## src/rtl/interp_lut_fetcher_pkg.sv

```systemverilog
// interp_lut_fetcher_pkg: shared LUT-activation parameters, fetch states and x-to-index mapping
package interp_lut_fetcher_pkg;
    localparam int WIDTH = 8;
    localparam int FRAC  = 4;
    localparam int DEPTH = 16;
    localparam int AW    = $clog2(DEPTH);

    typedef enum logic [1:0] {IDLE, RD_BASE, RD_NEXT, OUT} fetch_state_t;

    // Offset-binary index: the signed integer part of x shifted up by DEPTH/2
    function automatic logic [AW-1:0] lut_idx(input logic [WIDTH-1:0] x);
        return AW'((x >> FRAC) + WIDTH'(DEPTH / 2));
    endfunction
endpackage

```

## src/rtl/lut_spram.sv

```systemverilog
// lut_spram: single-port synchronous-read RAM, one address shared by write and read
module lut_spram
    import interp_lut_fetcher_pkg::*;
(
    input  logic             clk,
    input  logic             i_we,
    input  logic [AW-1:0]    i_addr,
    input  logic [WIDTH-1:0] i_wdata,
    output logic [WIDTH-1:0] o_rdata
);
    logic [WIDTH-1:0] r_mem [DEPTH];
    logic [WIDTH-1:0] r_rdata;

    always_ff @(posedge clk) begin
        if (i_we) r_mem[i_addr] <= i_wdata;
        r_rdata <= r_mem[i_addr];
    end

    assign o_rdata = r_rdata;
endmodule

```

## src/rtl/interp_lut_fetcher.sv

```systemverilog
// interp_lut_fetcher: splits x into index/fraction and fetches two adjacent LUT entries
module interp_lut_fetcher
    import interp_lut_fetcher_pkg::*;
(
    input  logic             clk,
    input  logic             rst,
    input  logic [WIDTH-1:0] in_x,
    input  logic             in_valid,
    output logic             in_ready,
    input  logic             tbl_we,
    input  logic [AW-1:0]    tbl_addr,
    input  logic [WIDTH-1:0] tbl_wdata,
    output logic             tbl_ack,
    output logic [WIDTH-1:0] base,
    output logic [WIDTH-1:0] next_data,
    output logic [WIDTH-1:0] change,
    output logic [WIDTH-1:0] remaining,
    output logic             out_valid,
    input  logic             out_ready
);
    fetch_state_t     r_state, w_next;
    logic [WIDTH-1:0] r_x, r_base, r_next, r_change, r_rem, w_rdata;
    logic [AW-1:0]    w_idx, w_addr;

    assign w_idx = lut_idx(r_x);

    always_ff @(posedge clk) r_state <= rst ? IDLE : w_next;

    always_comb begin
        w_next   = r_state;
        in_ready = 1'b0;
        tbl_ack  = 1'b0;
        w_addr   = w_idx;
        case (r_state)
            IDLE: begin
                in_ready = !tbl_we && !rst;
                tbl_ack  = tbl_we && !rst;
                w_addr   = tbl_we ? tbl_addr : lut_idx(in_x);
                w_next   = (in_valid && in_ready) ? RD_BASE : IDLE;
            end
            RD_BASE: begin
                // The last entry has no successor, so it is its own neighbour
                w_addr = (w_idx == AW'(DEPTH - 1)) ? w_idx : w_idx + AW'(1);
                w_next = RD_NEXT;
            end
            RD_NEXT: w_next = OUT;
            OUT:     w_next = out_ready ? IDLE : OUT;
        endcase
    end

    always_ff @(posedge clk) begin
        if (rst) begin
            r_base   <= '0;
            r_next   <= '0;
            r_change <= '0;
            r_rem    <= '0;
        end else begin
            if (r_state == IDLE && in_valid && in_ready) r_x <= in_x;
            if (r_state == RD_BASE) r_base <= w_rdata;
            if (r_state == RD_NEXT) begin
                r_next   <= w_rdata;
                r_change <= w_rdata - r_base;
                r_rem    <= {{(WIDTH - FRAC){1'b0}}, r_x[FRAC-1:0]};
            end
        end
    end

    lut_spram u_ram (
        .clk     (clk),
        .i_we    (tbl_ack),
        .i_addr  (w_addr),
        .i_wdata (tbl_wdata),
        .o_rdata (w_rdata)
    );

    assign base      = r_base;
    assign next_data = r_next;
    assign change    = r_change;
    assign remaining = r_rem;
    assign out_valid = r_state == OUT;
endmodule
```

## config.mk

```make
export PLATFORM = sky130hd
export DESIGN_NAME = interp_lut_fetcher
export DESIGN_NICKNAME = d
export VERILOG_FILES = /design/src/rtl/interp_lut_fetcher_pkg.sv /design/src/rtl/lut_spram.sv /design/src/rtl/interp_lut_fetcher.sv
export SDC_FILE = /design/constraint.sdc
export NUM_CORES = 1
export LEC_CHECK = 0
export ABC_AREA = 1
export CELL_PAD_IN_SITES_DETAIL_PLACEMENT = 0
export CELL_PAD_IN_SITES_GLOBAL_PLACEMENT = 1
export CORE_MARGIN = 1.5
export CORE_UTILIZATION = 49
export CTS_BUF_LIST = sky130_fd_sc_hd__clkbuf_16
export CTS_CLUSTER_DIAMETER = 100
export DETAILED_ROUTE_END_ITERATION = 8
export PLACE_DENSITY = 0.92
export SLEW_MARGIN = 25
export SYNTH_ARGS = -nofsm -noshare
export SYNTH_HDL_FRONTEND = slang
export SYNTH_SLANG_ARGS = --single-unit
```

## constraint.sdc

```tcl
create_clock -name clk -period 7.6 [get_ports clk]
set_clock_uncertainty 0.15 [all_clocks]
set_input_delay 0.76 -clock clk [delete_from_list [all_inputs] [get_ports clk]]
set_output_delay 0.76 -clock clk [all_outputs]
set_load 0.005 [all_outputs]
```

# ---- Word level (Yosys, flattened, before mapping)
# Memory sizes are Yosys's and may differ from the RTL's. A register that Yosys moved wholly into a read port is not among the register bits.
# Index checks and enable logic that the tools add are counted.
dict set report totals {
  ff_bits 38
  wordCells 35
  mem_bits_rw 128
  n_memories 1
  in_bits 25
}
# memory words word_bits read_ports rd_clocked_by_memory_dff wr line_no
set mem_list {}
lappend mem_list {u_ram.r_mem 16 8 1 1 1 lut_spram.sv:11} ;# logic [WIDTH-1:0] r_mem [DEPTH];
dict set report classes {
  n_addsub 4
  reduce_logical 9
  n_eq_ne 4
  bitwise 1
  n_mux 10
}
# op n
set ops {}
lappend ops {{adder 4 bit (second input constant)} 2}
lappend ops {{2-to-1 mux 4 bit} 2}
lappend ops {{one-hot mux 2 bit (4 select lines)} 1}
lappend ops {{one-hot mux 4 bit (2 select lines)} 1}
lappend ops {{subtractor 8 bit} 1}
lappend ops {{logical AND 1 bit} 5}
lappend ops {{2-to-1 mux 1 bit} 5}
lappend ops {{adder 4 x 1 -> 4 bit (second input constant)} 1}
lappend ops {{equality test 2 bit (second input constant)} 2}
lappend ops {{equality test 4 bit (second input constant)} 1}
lappend ops {{equality test 2 x 1 -> 1 bit (second input constant)} 1}
lappend ops {{zero test 1 bit} 2}
lappend ops {{zero test 2 bit} 1}
lappend ops {{2-to-1 mux 2 bit} 1}
lappend ops {{AND reduction 2 bit} 1}
lappend ops {{NOT 1 bit} 1}

# ---- Longest topological paths before layout
# Gate-level depths: netlist of run 1.
dict set report depth {
  ltp_word 5
  mapped_depth 17
  depth_no_buf 15
}

# ---- Modules after synthesis
# Synthesis of run 1 repeated with hierarchy kept, for this count alone.
dict set report hier_totals {
  hier_cells 787
  hier_area_um2 7485.9
}
# module seq_area_each_um2 n_inst cells_each area_each_um2
set modules_own_cells {}
lappend modules_own_cells {lut_spram 4003.8 1 548 5592.9}
lappend modules_own_cells {interp_lut_fetcher 840.8 1 239 1893.1}

# ---- Worst setup path before layout of run 1
# Ideal clock, no wire load.
dict set report synth_timing {
  path_kind {input port to flip-flop}
  from {input port tbl_we}
  to {memory u_ram.r_mem[0][0], enable pin}
  slack_ns 4.995
  arrival_time_ns 2.085
  path_stages 7
  path_buffers 1
  required_ns 7.080
  path_cell_list {or2_1 o211ai_1 nand3_2 inv_2 buf_2 nand4_1 nor2_1}
}
dict set report synth_between {
  elab_chain_cells 4
}
# element line_no
set synth_rtl {}
lappend synth_rtl {{from (decl)} interp_lut_fetcher.sv:10} ;# input logic tbl_we,
lappend synth_rtl {{logical AND 1 bit} interp_lut_fetcher.sv:37} ;# tbl_ack = tbl_we && !rst;
lappend synth_rtl {{2-to-1 mux 1 bit} interp_lut_fetcher.sv:34} ;# case (r_state)
lappend synth_rtl {{2-to-1 mux 1 bit} lut_spram.sv:15} ;# if (i_we) r_mem[i_addr] <= i_wdata;
lappend synth_rtl {{2-to-1 mux 1 bit (not written as such)} lut_spram.sv:15}
lappend synth_rtl {{to (decl)} lut_spram.sv:11}
# Several ways; a longest one is shown, not always the timed one.

# ---- Final worst setup path of run 1
dict set report layout_timing {
  from {input port tbl_we}
  to {memory u_ram.r_mem[12][5], enable pin}
}
# Same word-level chain as after synthesis.

==> results of run 1 <==
[flip-flops by register name, indices dropped and copies added, names as in the netlist]
| name | cells |
|---|---|
| r_state | 2 |
| next_data | 8 |
| change | 8 |
| base | 8 |
| r_x | 8 |
| u_ram.r_mem | 128 |
| remaining | 4 |
| u_ram.o_rdata | 8 |
[logic make-up after synthesis]
family                   after synthesis  share of synthesized area, %
AO/OA/AOI/OAI                         57                          3.94
XOR/XNOR                               6                         0.690
adder cells (fa/ha/maj)                9                          1.58
buffers and inverters                 95                          5.99
flip-flops                           174                          63.6
other                                  1                        0.0492
AND/OR/NAND/NOR                      448                          24.2
[power groups by stage]
stage	registers (uW)	clock network, uW	logic [uW]
2_1_floorplan	1110	0	346
3_3_place_gp	1120	0	471
3_5_place_dp	1120	0	474
4_1_cts	1100	866	477
5_1_grt	1110	901	545
6_report	1100	855	474
[worst max path at each step]
stage	startpoint	endpoint	slack [ps]
finish	tbl_we	u_ram.r_mem[12][5]	3560
global route	tbl_we	u_ram.r_mem[12][4]	3240
CTS	tbl_we	u_ram.r_mem[0][2]	3530
detailed placement	tbl_we	u_ram.r_mem[0][7]	3090
global placement	tbl_we	u_ram.r_mem[8][2]	3190
floorplan	tbl_we	u_ram.r_mem[0][0]	4990
[cell type report]
cell class,instances,area (sq um)
clock buffers,17,425
multi-input cells,524,2330
fillers,1323,6420
repair buffers,59,581
inverters,55,206
flip-flops and latches,174,4840
clock inverters,15,161
well taps,188,235
[layout by cell type (no fill, tap or decap), types with 7 or more instances in the layout]
cell type	synthesis	final
clkdlybuf4s50_1	0	55
inv_1	48	48
a21oi_1	19	19
clkbuf_16	0	17
nand2_1	309	309
dfxtp_1	38	38
ha_1	8	8
nor2_1	52	52
edfxtp_1	136	136
o21ai_0	32	32
nand3_1	73	73
inv_2	7	7
[stage by stage]
step / area [sq um] / hold WS, ps / utilization, % / power, uW / setup WS, ps
floorplan: 7630 / 297 / - / 1460 / 4990
global placement: 8200 / 301 / 53.9 / 1590 / 3190
detailed placement: 8200 / 319 / 53.9 / 1600 / 3090
CTS: 8780 / 331 / 57.8 / 2450 / 3530
global route: 8780 / 356 / 57.8 / 2550 / 3240
finish: 8780 / 325 / 57.8 / 2430 / 3560
[layer usage]
metal,up-vias,share of wire (%)
met4,0,1.7
met2,174,49
met5,-,0
met3,23,6.5
met1,2371,43
li1,2670,-
[critical path, stage by stage]
cell and delay [ps]:
clkdlybuf4s50_1 570, inv_1 150, o211ai_1 220, nand3_2 570, inv_2 670, nand4_1 390
nor2_1 600
==> metrics, run 1 <==
Max-Cap Viols=0; count of final setup violators=0; Worst Path Required=7510 ps; Final #Nets=865; number of flops mapped to enable cells by yosys=136; vias in the first global route=5067; Worst-Margin Slew=825 ps; GRT met2 Usage=36.6%; fin crit share=53.2%; Setup CP Type=in -> reg; final max-slew violation count=0; P_sw=701 uW; drc violations=0; layout cell share with drive strength beyond 1=6.16%; die width=128 um; count of buffers from port buffering=55; grt met1 use=28.3%; Comb power frac=19.5%; register area share after synthesis=63.6%; Worst R2R Start=r_x[4]; via/cell ratio=5.08; Worst-path clk slew=60 ps; Global Route Usage Sum=21.8%; First-pass DRT Iterations=6; Pwr Density=277 nW/um^2; Num CTS Buffers=17; worst vdd rail ir drop=0.182 mV; FMAX=247 MHz; Die Y=128 um; Leakage=0.00366 uW; worst-case clock buffer depth=2; Worst-Skew Late Latency=430 ps; routability cong.=0.885; clock power share=35.2%; Yosys top cell by area=edfxtp_1; Post-Synthesis Cells=790; R2R Setup Slk=3830 ps; setup bufs post-CTS=0; diodes inserted=0; outcome=complete, no violations; DPL Wire Length=10700 um; post-synth top area share=53.6%; mapped cell area=7620 sq um; initial core utilization=50.1%; CP arrival=3960 ps; count of distinct cell types in the synthesized netlist=30; Sequential Power Share=45.3%; I/O pin count=60; reg2reg end=u_ram.r_mem[12][5]; Hold Path Cell Cnt=2; Rows=45; internal power=1730 uW; Yosys reg bits=174; Ys Warns=0; DR WL/cell=16.1 um; dpl cells=1000; relative slew slack=44.9%; H-Tree Level Count=4; Worst Setup Start Kind=input port; Setup crit end kind=flop; switching share of power=28.8%; Die ar.=16300 sq um; Primary FF master, synth=edfxtp_1; clock sinks=174; P&R area growth vs syn=15.3%; post-layout min period=4040 ps; Async SR Flop Fraction=0%; Vias=5238; largest net degree at the start of global routing=68; Hold Buf Count CTS=0; initial antenna violation count=0; Antenna Nets Post-Route=0; core area=15200 sq um; CTS tree=yes; Overflow after GRT=0; Final Hold Vio Count=0; peak fanout along the critical path=35; number of cells on the worst reg-to-reg path=9; synth cell count leaders=nand2_1 (309), edfxtp_1 (136), nand3_1 (73); global route hottest layer=met2; hold crit path type=reg -> reg; Avg Inst Size Synth=9.64 sq um; RSZ-0062 raised after global routing=false; Hold Path Sink=remaining[1]; setup TNS=0 ps; first-pass GRT wire length=26300 um; CTS root buf=clkbuf_16; worst min-delay path startpoint=r_x[1]; initial DRC count=413; PostCTS Resize Cnt=0; WL final=16600 um; GRT met3 Usage=4.72%; top-count cell post-synth=nand2_1; largest cells by area after synthesis=edfxtp_1 (54%), nand2_1 (15%), dfxtp_1 (10%); non-filler cells, final=1032
No activity file was read; power rests on OpenSTA's default activity.
==> run 2: changes to the inputs <==
CORE_UTILIZATION = 45   (was 49)
PLACE_DENSITY = 0.86   (was 0.92)
clock period = 3.9 ns   (was 7.6 ns; I/O delays follow)
==> metrics, run 2 (same netlist as run 1, synthesis figures left out) <==
outcome=complete, no violations (unchanged); PostCTS Resize Cnt=0 (unchanged); vias in the first global route=5046 (was 5067); final max-slew violation count=0 (unchanged); CTS root buf=clkbuf_16 (unchanged); P&R area growth vs syn=16.0% (was 15.3%); post-layout min period=2970 ps; Rows=47 (was 45); Die ar.=17700 sq um (was 16300 sq um); relative slew slack=47.9% (was 44.9%); die width=133 um (was 128 um); first-pass GRT wire length=26300 um (about the same); count of final setup violators=0 (unchanged); commonest non-fill, non-tap cell in the layout=nand2_1 (unchanged); peak fanout along the critical path=34 (was 35); H-Tree Level Count=4 (unchanged); WL final=16600 um (about the same); via/cell ratio=4.98 (was 5.08); number of cells on the worst reg-to-reg path=9 (unchanged); reg2reg end=u_ram.r_mem[14][7] (was u_ram.r_mem[12][5]); Worst Setup Start Kind=flop (was input port); Vias=5338 (was 5238); First-pass DRT Iterations=5 (was 6); hold crit path type=reg -> reg (unchanged); fin crit share=76.2%; worst min-delay path startpoint=r_x[0] (was r_x[1]); worst-case clock buffer depth=2 (unchanged); routability cong.=0.843 (was 0.885); initial antenna violation count=0 (unchanged); core area=16600 sq um (was 15200 sq um); Overflow after GRT=0 (unchanged); drc violations=0 (unchanged); Pwr Density=527 nW/um^2 (was 277 nW/um^2); clock sinks=174 (unchanged); count of buffers from port buffering=55 (unchanged); initial DRC count=433 (was 413); Worst-Margin Slew=779 ps (was 825 ps); I/O pin count=60 (unchanged); Hold Path Sink=remaining[0] (was remaining[1]); non-filler cells, final=1071 (was 1032); Final #Nets=872 (was 865); setup bufs post-CTS=0 (unchanged); Worst-path clk slew=60 ps (about the same); Util after Layout=53.3% (was 57.8%); DPL Wire Length=10800 um (was 10700 um); Setup CP Type=reg -> reg (was in -> reg); pre-CTS setup slack=776 ps (was 3090 ps); worst vdd rail ir drop=0.347 mV (was 0.182 mV); Global Route Usage Sum=19.8% (was 21.8%); setup TNS=0 ps (unchanged); Worst-Skew Late Latency=430 ps (about the same); Hold Buf Count CTS=0 (unchanged); Antenna Nets Post-Route=0 (unchanged); CP arrival=2880 ps (was 3960 ps); R2R Setup Slk=930 ps (was 3830 ps); CTS tree=yes (unchanged); initial core utilization=45.9% (was 50.1%); most frequent cells in the layout=nand2_1 (309), edfxtp_1 (136), nand3_1 (73) (unchanged); layout cell share with drive strength beyond 1=6.58% (was 6.16%); Setup crit end kind=flop (unchanged); diodes inserted=0 (unchanged); number of flip-flops in the largest register=128 (unchanged); Die Y=133 um (was 128 um); Hold Path Cell Cnt=2 (unchanged); Final Hold Vio Count=0 (unchanged); Worst Path Required=3810 ps (was 7510 ps); Leakage=0.00368 uW (was 0.00366 uW); largest net degree at the start of global routing=63 (was 68); DR WL/cell=15.5 um (was 16.1 um); Top reg by flops=u_ram.r_mem (unchanged); dpl cells=1039 (was 1000); Num CTS Buffers=17 (unchanged); FMAX=336 MHz; RSZ-0062 raised after global routing=false (unchanged); final setup margin=928 ps (was 3560 ps); Worst R2R Start=r_x[4] (unchanged); worst-case hold slack=320 ps (was 325 ps); Max-Cap Viols=0 (unchanged)
## run 2: cell count changes in the layout (fill, tap and decap cells not counted), sizes merged
cell | previous run | this run
clkinv | 4 | 7
clkinvlp | 4 | 5
bufinv | 2 | 1
buf | 4 | 11
inv | 60 | 57
## run 2: cell type report
class,instances,area (sq um)
Fill cell,1543,7740
Sequential cell,174,4840
Multi-Input combinational cell,524,2330
Timing Repair Buffer,66,633
Clock buffer,17,425
Tap cell,220,275
Inverter,55,206
Clock inverter,15,125
## run 2: critical path, cell delays in order (launching register included)
cell      delay [ps]
edfxtp_1         450
ha_1             280
nand2_1           90
nor2_1            60
nand2_1           60
nand3_1          100
nand3_2          100
buf_4            350
nand4_1          320
nor2_1           640
## run 2: report_power, final
group,internal (uW),switching (uW),leakage [uW]
Combinational,337,605,0.00188
Sequential,2090,58.2,0.00154
Clock,873,694,0.000257
Total,3300,1360,0.00368
## run 2: metrics by stage
| step | instance area (sq um) | power (uW) |
|---|---|---|
| finish | 8840 | 4660 |
| CTS | 8840 | 4690 |
| global placement | 8290 | 3130 |
| global route | 8840 | 4900 |
| floorplan | 7630 | 2840 |
| detailed placement | 8290 | 3130 |
## run 2: layer usage
layer	wire (um)	track usage, %	vias up
li1	-	-	2678
met1	7570	26.4	2485
met2	7940	32.2	157
met3	835	3.61	18
met4	272	8.03	0
met5	0	0	-
## run 2: worst max-delay path by stage
stage | cells past startpoint | endpoint | start
detailed placement | 7 | u_ram.r_mem[14][7] | tbl_we
global placement | 7 | u_ram.r_mem[14][3] | tbl_we
CTS | 9 | u_ram.r_mem[14][7] | r_x[4]
floorplan | 9 | u_ram.r_mem[0][0] | r_x[4]
finish | 9 | u_ram.r_mem[14][7] | r_x[4]
global route | 9 | u_ram.r_mem[10][2] | r_x[4]
==> run 3: changes to the inputs <==
clock period = 3 ns   (was 3.9 ns; I/O delays follow)
==> metrics, run 3 (same netlist as run 1, synthesis figures left out) <==
diodes inserted=0 (unchanged); worst vdd rail ir drop=0.465 mV (was 0.347 mV); outcome=complete, no violations (unchanged); post-layout min period=2650 ps (was 2970 ps); Pwr Density=677 nW/um^2 (was 527 nW/um^2); clock sinks=174 (unchanged); Vias=5388 (was 5338); Num CTS Buffers=17 (unchanged); setup TNS=0 ps (unchanged); Final Instance Area=9000 sq um (was 8840 sq um); Overflow after GRT=0 (unchanged); Top reg by flops=u_ram.r_mem (unchanged); FMAX=377 MHz (was 336 MHz); Final Hold Vio Count=0 (unchanged); most frequent cells in the layout=nand2_1 (309), edfxtp_1 (136), nand3_1 (73) (unchanged); fin crit share=88.5% (was 76.2%); initial core utilization=45.9% (unchanged); Leakage=0.00380 uW (was 0.00368 uW); Worst R2R Start=r_x[4] (unchanged); H-Tree Level Count=4 (unchanged); Global Route Usage Sum=20.2% (was 19.8%); Worst Path Required=2990 ps (was 3810 ps); largest net degree at the start of global routing=67 (was 63); initial DRC count=365 (was 433); final max-slew violation count=0 (unchanged); Hold Buf Count CTS=0 (unchanged); Final #Nets=892 (was 872); Worst-Skew Late Latency=430 ps (about the same); CTS root buf=clkbuf_16 (unchanged); CTS tree=yes (unchanged); core area=16600 sq um (unchanged); Worst-path clk slew=60 ps (about the same); Setup CP Type=reg -> reg (unchanged); Worst-Margin Slew=801 ps (was 779 ps); Worst Setup Start Kind=flop (unchanged); CP arrival=2640 ps (was 2880 ps); WL final=17000 um (was 16600 um); Max-Cap Viols=0 (unchanged); die width=133 um (unchanged); worst-case clock buffer depth=2 (unchanged); RSZ-0062 raised after global routing=false (unchanged); Setup crit end kind=flop (unchanged); I/O pin count=60 (unchanged); P&R area growth vs syn=18.1% (was 16.0%); via/cell ratio=4.94 (was 4.98); Placed Area=8450 sq um (was 8290 sq um); setup bufs post-CTS=0 (unchanged); PostCTS Resize Cnt=0 (unchanged); Antenna Nets Post-Route=0 (unchanged); hold crit path type=in -> reg (was reg -> reg); First-pass DRT Iterations=5 (unchanged); initial antenna violation count=0 (unchanged); peak fanout along the critical path=66 (was 34); Die Y=133 um (unchanged); commonest non-fill, non-tap cell in the layout=nand2_1 (unchanged); vias in the first global route=5205 (was 5046); Final Power=6090 uW (was 4660 uW); Die ar.=17700 sq um (unchanged); relative slew slack=46.4% (was 47.9%); DR WL/cell=15.6 um (was 15.5 um); count of final setup violators=0 (unchanged); routability cong.=0.834 (was 0.843); worst min-delay path startpoint=in_x[2] (was r_x[0]); layout cell share with drive strength beyond 1=8.84% (was 6.58%); drc violations=0 (unchanged); Hold Path Cell Cnt=1 (was 2); number of cells on the worst reg-to-reg path=10 (was 9); first-pass GRT wire length=26700 um (was 26300 um); count of buffers from port buffering=55 (unchanged); DPL Wire Length=11400 um (was 10800 um); Rows=47 (unchanged); Worst Setup SP=r_x[4] (unchanged); number of flip-flops in the largest register=128 (unchanged)
## run 3: cell types whose count changed in the layout (fill, tap and decap cells not counted), sizes merged
cell	previous run	this run
clkinv	7	9
clkinvlp	5	2
inv	57	58
buf	11	31
## run 3: worst paths after layout
kind | to | slack (ps)
worst min register to register | remaining[1] | 320
worst max register to register | u_ram.r_mem[0][5] | 350
worst max-delay path | u_ram.r_mem[0][5] | 350
worst min-delay path | r_x[2] | 280
## run 3: layout make-up
type | count | area (sq um)
Clock inverter | 15 | 124
Inverter | 55 | 206
Clock buffer | 17 | 425
Sequential cell | 174 | 4840
Multi-Input combinational cell | 524 | 2330
Tap cell | 220 | 275
Fill cell | 1497 | 7580
Timing Repair Buffer | 86 | 796
## run 3: through the flow
stage	hold WS [ps]	util, %	instances	setup slack [ps]
6_report	279	54.3	1091	345
5_1_grt	263	54.3	1091	185
4_1_cts	261	54.3	1091	386
3_5_place_dp	309	51.0	1059	293
3_3_place_gp	300	51.0	1059	328
2_1_floorplan	249	-	793	590
## run 3: worst max-delay path, cell delays in order, from the launching register on
cell      delay, ps
edfxtp_1        470
ha_1            280
nand2_1         100
nor2_1           50
nand2_1          60
nand2_1          70
nand2_2         120
buf_12          270
nand4_1         370
nor2_1          200
buf_4           190
## run 3: report_power, final
| part | total, uW | switching (uW) | internal [uW] |
|---|---|---|---|
| sequential | 2800 | 86.6 | 2720 |
| clock | 2030 | 898 | 1140 |
| combinational | 1250 | 789 | 464 |
## run 3: metal layers
| layer | GRT usage [%] | part of all wire [%] | vias to the layer above |
|---|---|---|---|
| met4 | 9.78 | 2.3 | 0 |
| li1 | - | - | 2717 |
| met5 | 0 | 0 | - |
| met3 | 3.46 | 4.3 | 29 |
| met1 | 24.6 | 43 | 2490 |
| met2 | 34.9 | 50 | 152 |
